File: config.mk
export PLATFORM = sky130hd
export DESIGN_NAME = serial_adder
export DESIGN_NICKNAME = d
export VERILOG_FILES = /design/src/rtl/serial_adder_pkg.sv /design/src/rtl/full_adder_cell.sv /design/src/rtl/serial_adder.sv
export SDC_FILE = /design/constraint.sdc
export NUM_CORES = 1
export LEC_CHECK = 0
export CAP_MARGIN = 20
export CORE_MARGIN = 3
export CORE_UTILIZATION = 46
export CTS_CLUSTER_DIAMETER = 80
export CTS_CLUSTER_SIZE = 40
export DETAILED_ROUTE_END_ITERATION = 10
export PLACE_DENSITY = 0.85
export SYNTH_ARGS = -nofsm -noshare
export SYNTH_HDL_FRONTEND = slang
export SYNTH_SLANG_ARGS = --single-unit
File: constraint.sdc
create_clock -name clk -period 1.4 [get_ports clk]
set_input_delay 0.21 -clock clk [delete_from_list [all_inputs] [get_ports clk]]
set_output_delay 0.21 -clock clk [all_outputs]
set_load 0.02 [all_outputs]
File: src/rtl/serial_adder_pkg.sv
// Shared types and limits for the bit-serial adder.
package serial_adder_pkg;

   typedef enum logic [1:0] {
      IDLE  = 2'd0,
      SHIFT = 2'd1,
      DONE  = 2'd2
   } state_t;

   localparam int SA_WIDTH_MIN = 1;
   localparam int SA_WIDTH_MAX = 32;

endpackage

File: src/rtl/full_adder_cell.sv
// Gate-level 1-bit full adder; the single arithmetic cell of the serial adder.
module full_adder_cell (
   input  logic a,
   input  logic b,
   input  logic c_in,
   output logic sum,
   output logic carry
);

   logic ab_xor;
   logic ab_and;
   logic cx_and;

   assign ab_xor = a ^ b;
   assign ab_and = a & b;
   assign cx_and = ab_xor & c_in;
   assign sum    = ab_xor ^ c_in;
   assign carry  = ab_and | cx_and;

endmodule

File: src/rtl/serial_adder.sv
// Bit-serial WIDTH-bit adder: LSB-first over WIDTH cycles using one full-adder cell.
// Optional signed-overflow output enabled by defining SERIAL_ADDER_OVF_EN.
module serial_adder
   import serial_adder_pkg::*;
#(
   parameter int WIDTH = 8
) (
   input  logic             clk,
   input  logic             rst_n,
   input  logic             start,
   input  logic [WIDTH-1:0] a_in,
   input  logic [WIDTH-1:0] b_in,
   input  logic             c_in,
   output logic             busy,
   output logic             done,
   output logic [WIDTH-1:0] sum_out,
   output logic             carry_out
`ifdef SERIAL_ADDER_OVF_EN
   ,
   output logic             ovf_out
`endif
);

   localparam int CW = $clog2(WIDTH + 1);

   if (WIDTH < SA_WIDTH_MIN || WIDTH > SA_WIDTH_MAX) begin : g_width_check
      $error("serial_adder: WIDTH out of range");
   end

   state_t           state_reg;
   logic [WIDTH-1:0] a_reg;
   logic [WIDTH-1:0] b_reg;
   logic [WIDTH-1:0] res_reg;
   logic [WIDTH-1:0] res_next;
   logic [CW-1:0]    cnt_reg;
   logic             carry_reg;
   logic             cell_sum;
   logic             cell_carry;
   logic             last_bit;

   full_adder_cell u_cell (
      .a     (a_reg[0]),
      .b     (b_reg[0]),
      .c_in  (carry_reg),
      .sum   (cell_sum),
      .carry (cell_carry)
   );

   // New sum bit enters at the MSB so the LSB-first result lands in place after WIDTH shifts.
   if (WIDTH == 1) begin : g_res_one
      assign res_next = cell_sum;
   end else begin : g_res_wide
      assign res_next = {cell_sum, res_reg[WIDTH-1:1]};
   end

   assign last_bit = (cnt_reg == CW'(WIDTH - 1));

   always_ff @(posedge clk or negedge rst_n) begin
      if (!rst_n) begin
         state_reg <= IDLE;
         a_reg     <= '0;
         b_reg     <= '0;
         res_reg   <= '0;
         cnt_reg   <= '0;
         carry_reg <= 1'b0;
         busy      <= 1'b0;
         done      <= 1'b0;
         sum_out   <= '0;
         carry_out <= 1'b0;
`ifdef SERIAL_ADDER_OVF_EN
         ovf_out   <= 1'b0;
`endif
      end else begin
         done <= 1'b0;
         case (state_reg)
            IDLE, DONE: begin
               if (start) begin
                  a_reg     <= a_in;
                  b_reg     <= b_in;
                  carry_reg <= c_in;
                  cnt_reg   <= '0;
                  busy      <= 1'b1;
                  state_reg <= SHIFT;
               end else begin
                  state_reg <= IDLE;
               end
            end
            SHIFT: begin
               a_reg     <= a_reg >> 1;
               b_reg     <= b_reg >> 1;
               res_reg   <= res_next;
               carry_reg <= cell_carry;
               cnt_reg   <= cnt_reg + CW'(1);
               if (last_bit) begin
                  state_reg <= DONE;
                  busy      <= 1'b0;
                  done      <= 1'b1;
                  sum_out   <= res_next;
                  carry_out <= cell_carry;
`ifdef SERIAL_ADDER_OVF_EN
                  // carry_reg holds the carry into the MSB during the final shift.
                  ovf_out   <= carry_reg ^ cell_carry;
`endif
               end
            end
            default: state_reg <= IDLE;
         endcase
      end
   end

endmodule

==> impl_metrics.tcl, run 1 <==
set metrics [dict create \
    worstPathBufferInverterCount 1 \
    drive_above_1_share_pct 27.8 \
    place_hpwl_um 2230 \
    synth_largest_area_cell "sky130_fd_sc_hd__dfrtp_1" \
    timing.hold.worst.class "reg -> reg" \
    violations "negative setup slack" \
    synth_area_leaders "sky130_fd_sc_hd__dfrtp_1, sky130_fd_sc_hd__mux2_2, sky130_fd_sc_hd__a22o_1" \
    route.detailed.vias_per_inst 5.34 \
    area_growth_pct 34.8 \
    cts_num_sinks 41 \
    dr.pass1.iters 4 \
    start_util_pct 49.0 \
    critPathMaxFanout 6 \
    power-per-cell-area_nw_per_um2 2320 \
    yosys_warnings 0 \
    placed_area_um2 2050 \
    num_vias 1111 \
    synth.net_count 139 \
    ios 31 \
    wl_um 3480 \
    synth-seq-cells 41 \
    slowest_stage_delay_on_critical_path_ns 0.40 \
    cts_tree "yes" \
    path_clk_slew_ns 0.08 \
    fmaxAchievable_mhz 674 \
    iter_0_drt_violations 54 \
    global_route.usage.total_pct 17.4 \
    synth_area_per_cell_um2 14.4 \
    timing.critical_path.slowest_stage_cell "sky130_fd_sc_hd__dfrtp_1" \
    result_of_the_run "finished with violations" \
    timing.critical_path.cells "ha_4 -> nand2_4 -> nor3b_4 -> buf_6 -> mux2_4" \
    synth_top_area_share_pct 60.8 \
    finish.instance_area_um2 2280 \
    floorplan.die.width_um 66.6 \
    grt_first_pass_wirelength_um 5750 \
    gp_congestion 0.742 \
    final_cells 208 \
    largest_family_of_logic_cells_by_synthesized_area "compound AO/OA/AOI/OAI gates" \
    timing.critical_path.from_type "flip-flop" \
    maxSlewHeadroom_pct 66.7 \
    min_period_over_period_pct 106 \
    io_buffer_count 30 \
    setup_violations 9 \
    placementRows 21 \
    cp.required_ns 1.58 \
    timing.max_cap.violations 0 \
    grt_setup_unrepaired "true" \
    ctsHtreeMaxLevel 2 \
    die_footprint_um2 4430 \
    critical-path-top-delay-family "flip-flops" \
    fillerInstances 240 \
    grt_antenna_before_repair 0 \
    max_slew.worst_pin.slew_ns 0.500 \
    yosysUniqueCellTypes 20 \
    dp_cells 194 \
    largest_net_degree_at_the_start_of_global_routing 42 \
    muxShareOfSynthArea_pct 12.5 \
    timing.setup.tns_ns -0.588 \
    final_nets 183 \
    setup.worst_path.class "reg -> reg" \
    timing.critical_path.to_type "flip-flop" \
    synth-simple-area-share_pct 4.15 \
    power.ir.vdd_worst_uv 922 \
    drt-wirelength-per-cell_um 16.7 \
    insertion_delay_of_the_later_clocked_pin_in_the_worst_skew_pair_ns 0.29 \
    first_global_vias 1228 \
    final_critical_path_setup_slack_ns -0.0836 \
    finalHoldViolCount 0 \
    post_synth_instance_area_um2 1690 \
    final.hold.worst_slack_ns 0.482 \
    fin_crit_period_ns 1.48 \
    postLayoutCoreUtil_pct 66.1 \
    core_region_area_um2 3440 \
    timing_max_transition_violations_final 0 \
    grt.overflow.total 0 \
    fin_worst_skew_ns 0.0129 \
    die_h_um 66.6 \
    drtAntennaViolNets 0 \
    num_antenna_cells 0 \
    post_synth_xor_area_fraction_pct 0 \
    clk_path_buf_depth 2 \
    drc 0 \
    post_synth_inst_count 117 \
    compound_gate_portion_of_the_synthesized_area_pct 17.1 \
    numCtsBuffers 5 \
    yosysSeqAreaShare_pct 60.8 \
    post_synth_fa_ha_maj_area_fraction_pct 1.93 \
    total_leakage_power_nw 1.16 \
    cts_root_buf "sky130_fd_sc_hd__clkbuf_8" \
    arrival_ns 1.66 \
]
cell type report:
cell class                      count  area, µm²  area share, %
Sequential cell                    41       1030           45.1
Timing Repair Buffer               44        417           18.3
Clock buffer                        6       82.6           3.63
Clock inverter                      2       13.8          0.605
Tap cell                           46       57.6           2.53
Inverter                            1       3.75          0.165
Multi-Input combinational cell     68        676           29.7
stage by stage:
stage / power, W / worst slack [ns]
2_1_floorplan: 0.00348 / -0.00874
3_3_place_gp: 0.00403 / -0.229
3_5_place_dp: 0.00420 / -0.325
4_1_cts: 0.00506 / -0.0967
5_1_grt: 0.00562 / -0.124
6_report: 0.00527 / -0.0836
worst register-to-register path, delay by kind of cell, from the launching register on:
kind / cells / cell delay [ns]
adders and majority gates: 1 / 0.17
DFF: 1 / 0.40
muxes: 1 / 0.31
and+or+nand+nor: 2 / 0.30
buffers and inverters: 1 / 0.18
cell usage after synthesis:
| cell type | count |
|---|---|
| sky130_fd_sc_hd__inv_1 | 1 |
| sky130_fd_sc_hd__nand2b_1 | 1 |
| sky130_fd_sc_hd__a21o_1 | 15 |
| sky130_fd_sc_hd__and2b_1 | 1 |
| sky130_fd_sc_hd__a22o_1 | 19 |
| sky130_fd_sc_hd__buf_2 | 2 |
| sky130_fd_sc_hd__nor3b_1 | 1 |
| sky130_fd_sc_hd__mux2_2 | 17 |
| sky130_fd_sc_hd__dfrtp_1 | 41 |
| sky130_fd_sc_hd__mux2i_1 | 2 |
| sky130_fd_sc_hd__ha_1 | 1 |
| sky130_fd_sc_hd__nor2_2 | 1 |
| sky130_fd_sc_hd__o21ai_0 | 2 |
| sky130_fd_sc_hd__buf_4 | 3 |
| sky130_fd_sc_hd__fa_1 | 1 |
| sky130_fd_sc_hd__nand4_1 | 1 |
| sky130_fd_sc_hd__nor2b_1 | 2 |
| sky130_fd_sc_hd__nand2_1 | 3 |
| sky130_fd_sc_hd__nor3b_2 | 1 |
| sky130_fd_sc_hd__buf_6 | 2 |
cell usage in the layout (no fill, tap or decap):
master	n
sky130_fd_sc_hd__nor2_4	1
sky130_fd_sc_hd__mux2_4	10
sky130_fd_sc_hd__nor2b_1	1
sky130_fd_sc_hd__a21o_1	15
sky130_fd_sc_hd__nand4_1	1
sky130_fd_sc_hd__dlygate4sd3_1	1
sky130_fd_sc_hd__nand2_4	1
sky130_fd_sc_hd__buf_12	1
sky130_fd_sc_hd__nor3b_1	1
sky130_fd_sc_hd__nor2b_2	1
sky130_fd_sc_hd__mux2_2	7
sky130_fd_sc_hd__nand2b_1	1
sky130_fd_sc_hd__and2b_2	1
sky130_fd_sc_hd__clkinv_2	1
sky130_fd_sc_hd__clkdlybuf4s50_1	18
sky130_fd_sc_hd__nor3b_4	1
sky130_fd_sc_hd__buf_6	4
sky130_fd_sc_hd__buf_4	8
sky130_fd_sc_hd__mux2i_1	2
sky130_fd_sc_hd__dlygate4sd2_1	11
sky130_fd_sc_hd__clkinv_4	1
sky130_fd_sc_hd__clkbuf_8	6
sky130_fd_sc_hd__inv_1	1
sky130_fd_sc_hd__nand2_1	2
sky130_fd_sc_hd__a22o_1	19
sky130_fd_sc_hd__fa_1	1
sky130_fd_sc_hd__buf_2	1
sky130_fd_sc_hd__o21ai_0	2
sky130_fd_sc_hd__dfrtp_1	41
sky130_fd_sc_hd__ha_4	1
logic make-up (layout without fill, tap and decap cells):
group                    Yosys count  after routing
flip-flops                        41             41
AO/OA/AOI/OAI                     36             36
multiplexers                      19             19
AND/OR/NAND/NOR                   11             11
buffers and inverters              8             53
adder cells (fa/ha/maj)            2              2
final timing paths:
check / startpoint / end / slack [ns] / cells after the start
max: cnt_reg[1]$_DFFE_PN0P_ / sum_out[2]$_DFFE_PN0P_ / -0.08 / 5
min: a_reg[2]$_DFFE_PN0P_ / a_reg[2]$_DFFE_PN0P_ / 0.48 / 1
max reg2reg: cnt_reg[1]$_DFFE_PN0P_ / sum_out[2]$_DFFE_PN0P_ / -0.08 / 5
min reg2reg: a_reg[2]$_DFFE_PN0P_ / a_reg[2]$_DFFE_PN0P_ / 0.48 / 1
max in group asynchronous: rst_n / cnt_reg[0]$_DFFE_PN0P_ / 0.54 / 3
min in group asynchronous: rst_n / b_reg[4]$_DFFE_PN0P_ / 0.51 / 3
where the power goes:
part	total [W]	internal (W)	switching (W)	leakage, nW
clock network	0.000793	0.000399	0.000394	0.0512
registers	0.00209	0.00173	0.000361	0.511
logic	0.00239	0.00137	0.00102	0.595
total	0.00527	0.00350	0.00177	1.16
per-layer routing:
metal	vias to the layer above	routed length (µm)	global-route usage [%]
li1	516	-	-
met1	573	1490	20.9
met2	20	1850	29.7
met3	2	107	4.89
met4	0	31	6.35
met5	-	0	0
what timing repair did:
item,in CTS,in global routing
cloned,1,0
pin swaps,1,4
hold buffers,1,0
gates resized for setup,20,13
endpoints found under the setup margin,47,35
endpoints found under the hold margin,41,0
buffers inserted,2,3
Note: power is estimated with default switching activity, not from simulation.
==> run 2, diff against run 1 <==
- GPL_ROUTABILITY_DRIVEN: default -> 0
==> results of run 2 <==
Same layout as run 1: the final DEF is identical, and so are final timing and power.
==> run 3, diff against run 2 <==
- SLEW_MARGIN: default -> 15
==> results of run 3 <==
Same layout as run 1: the final DEF is identical, and so are final timing and power.
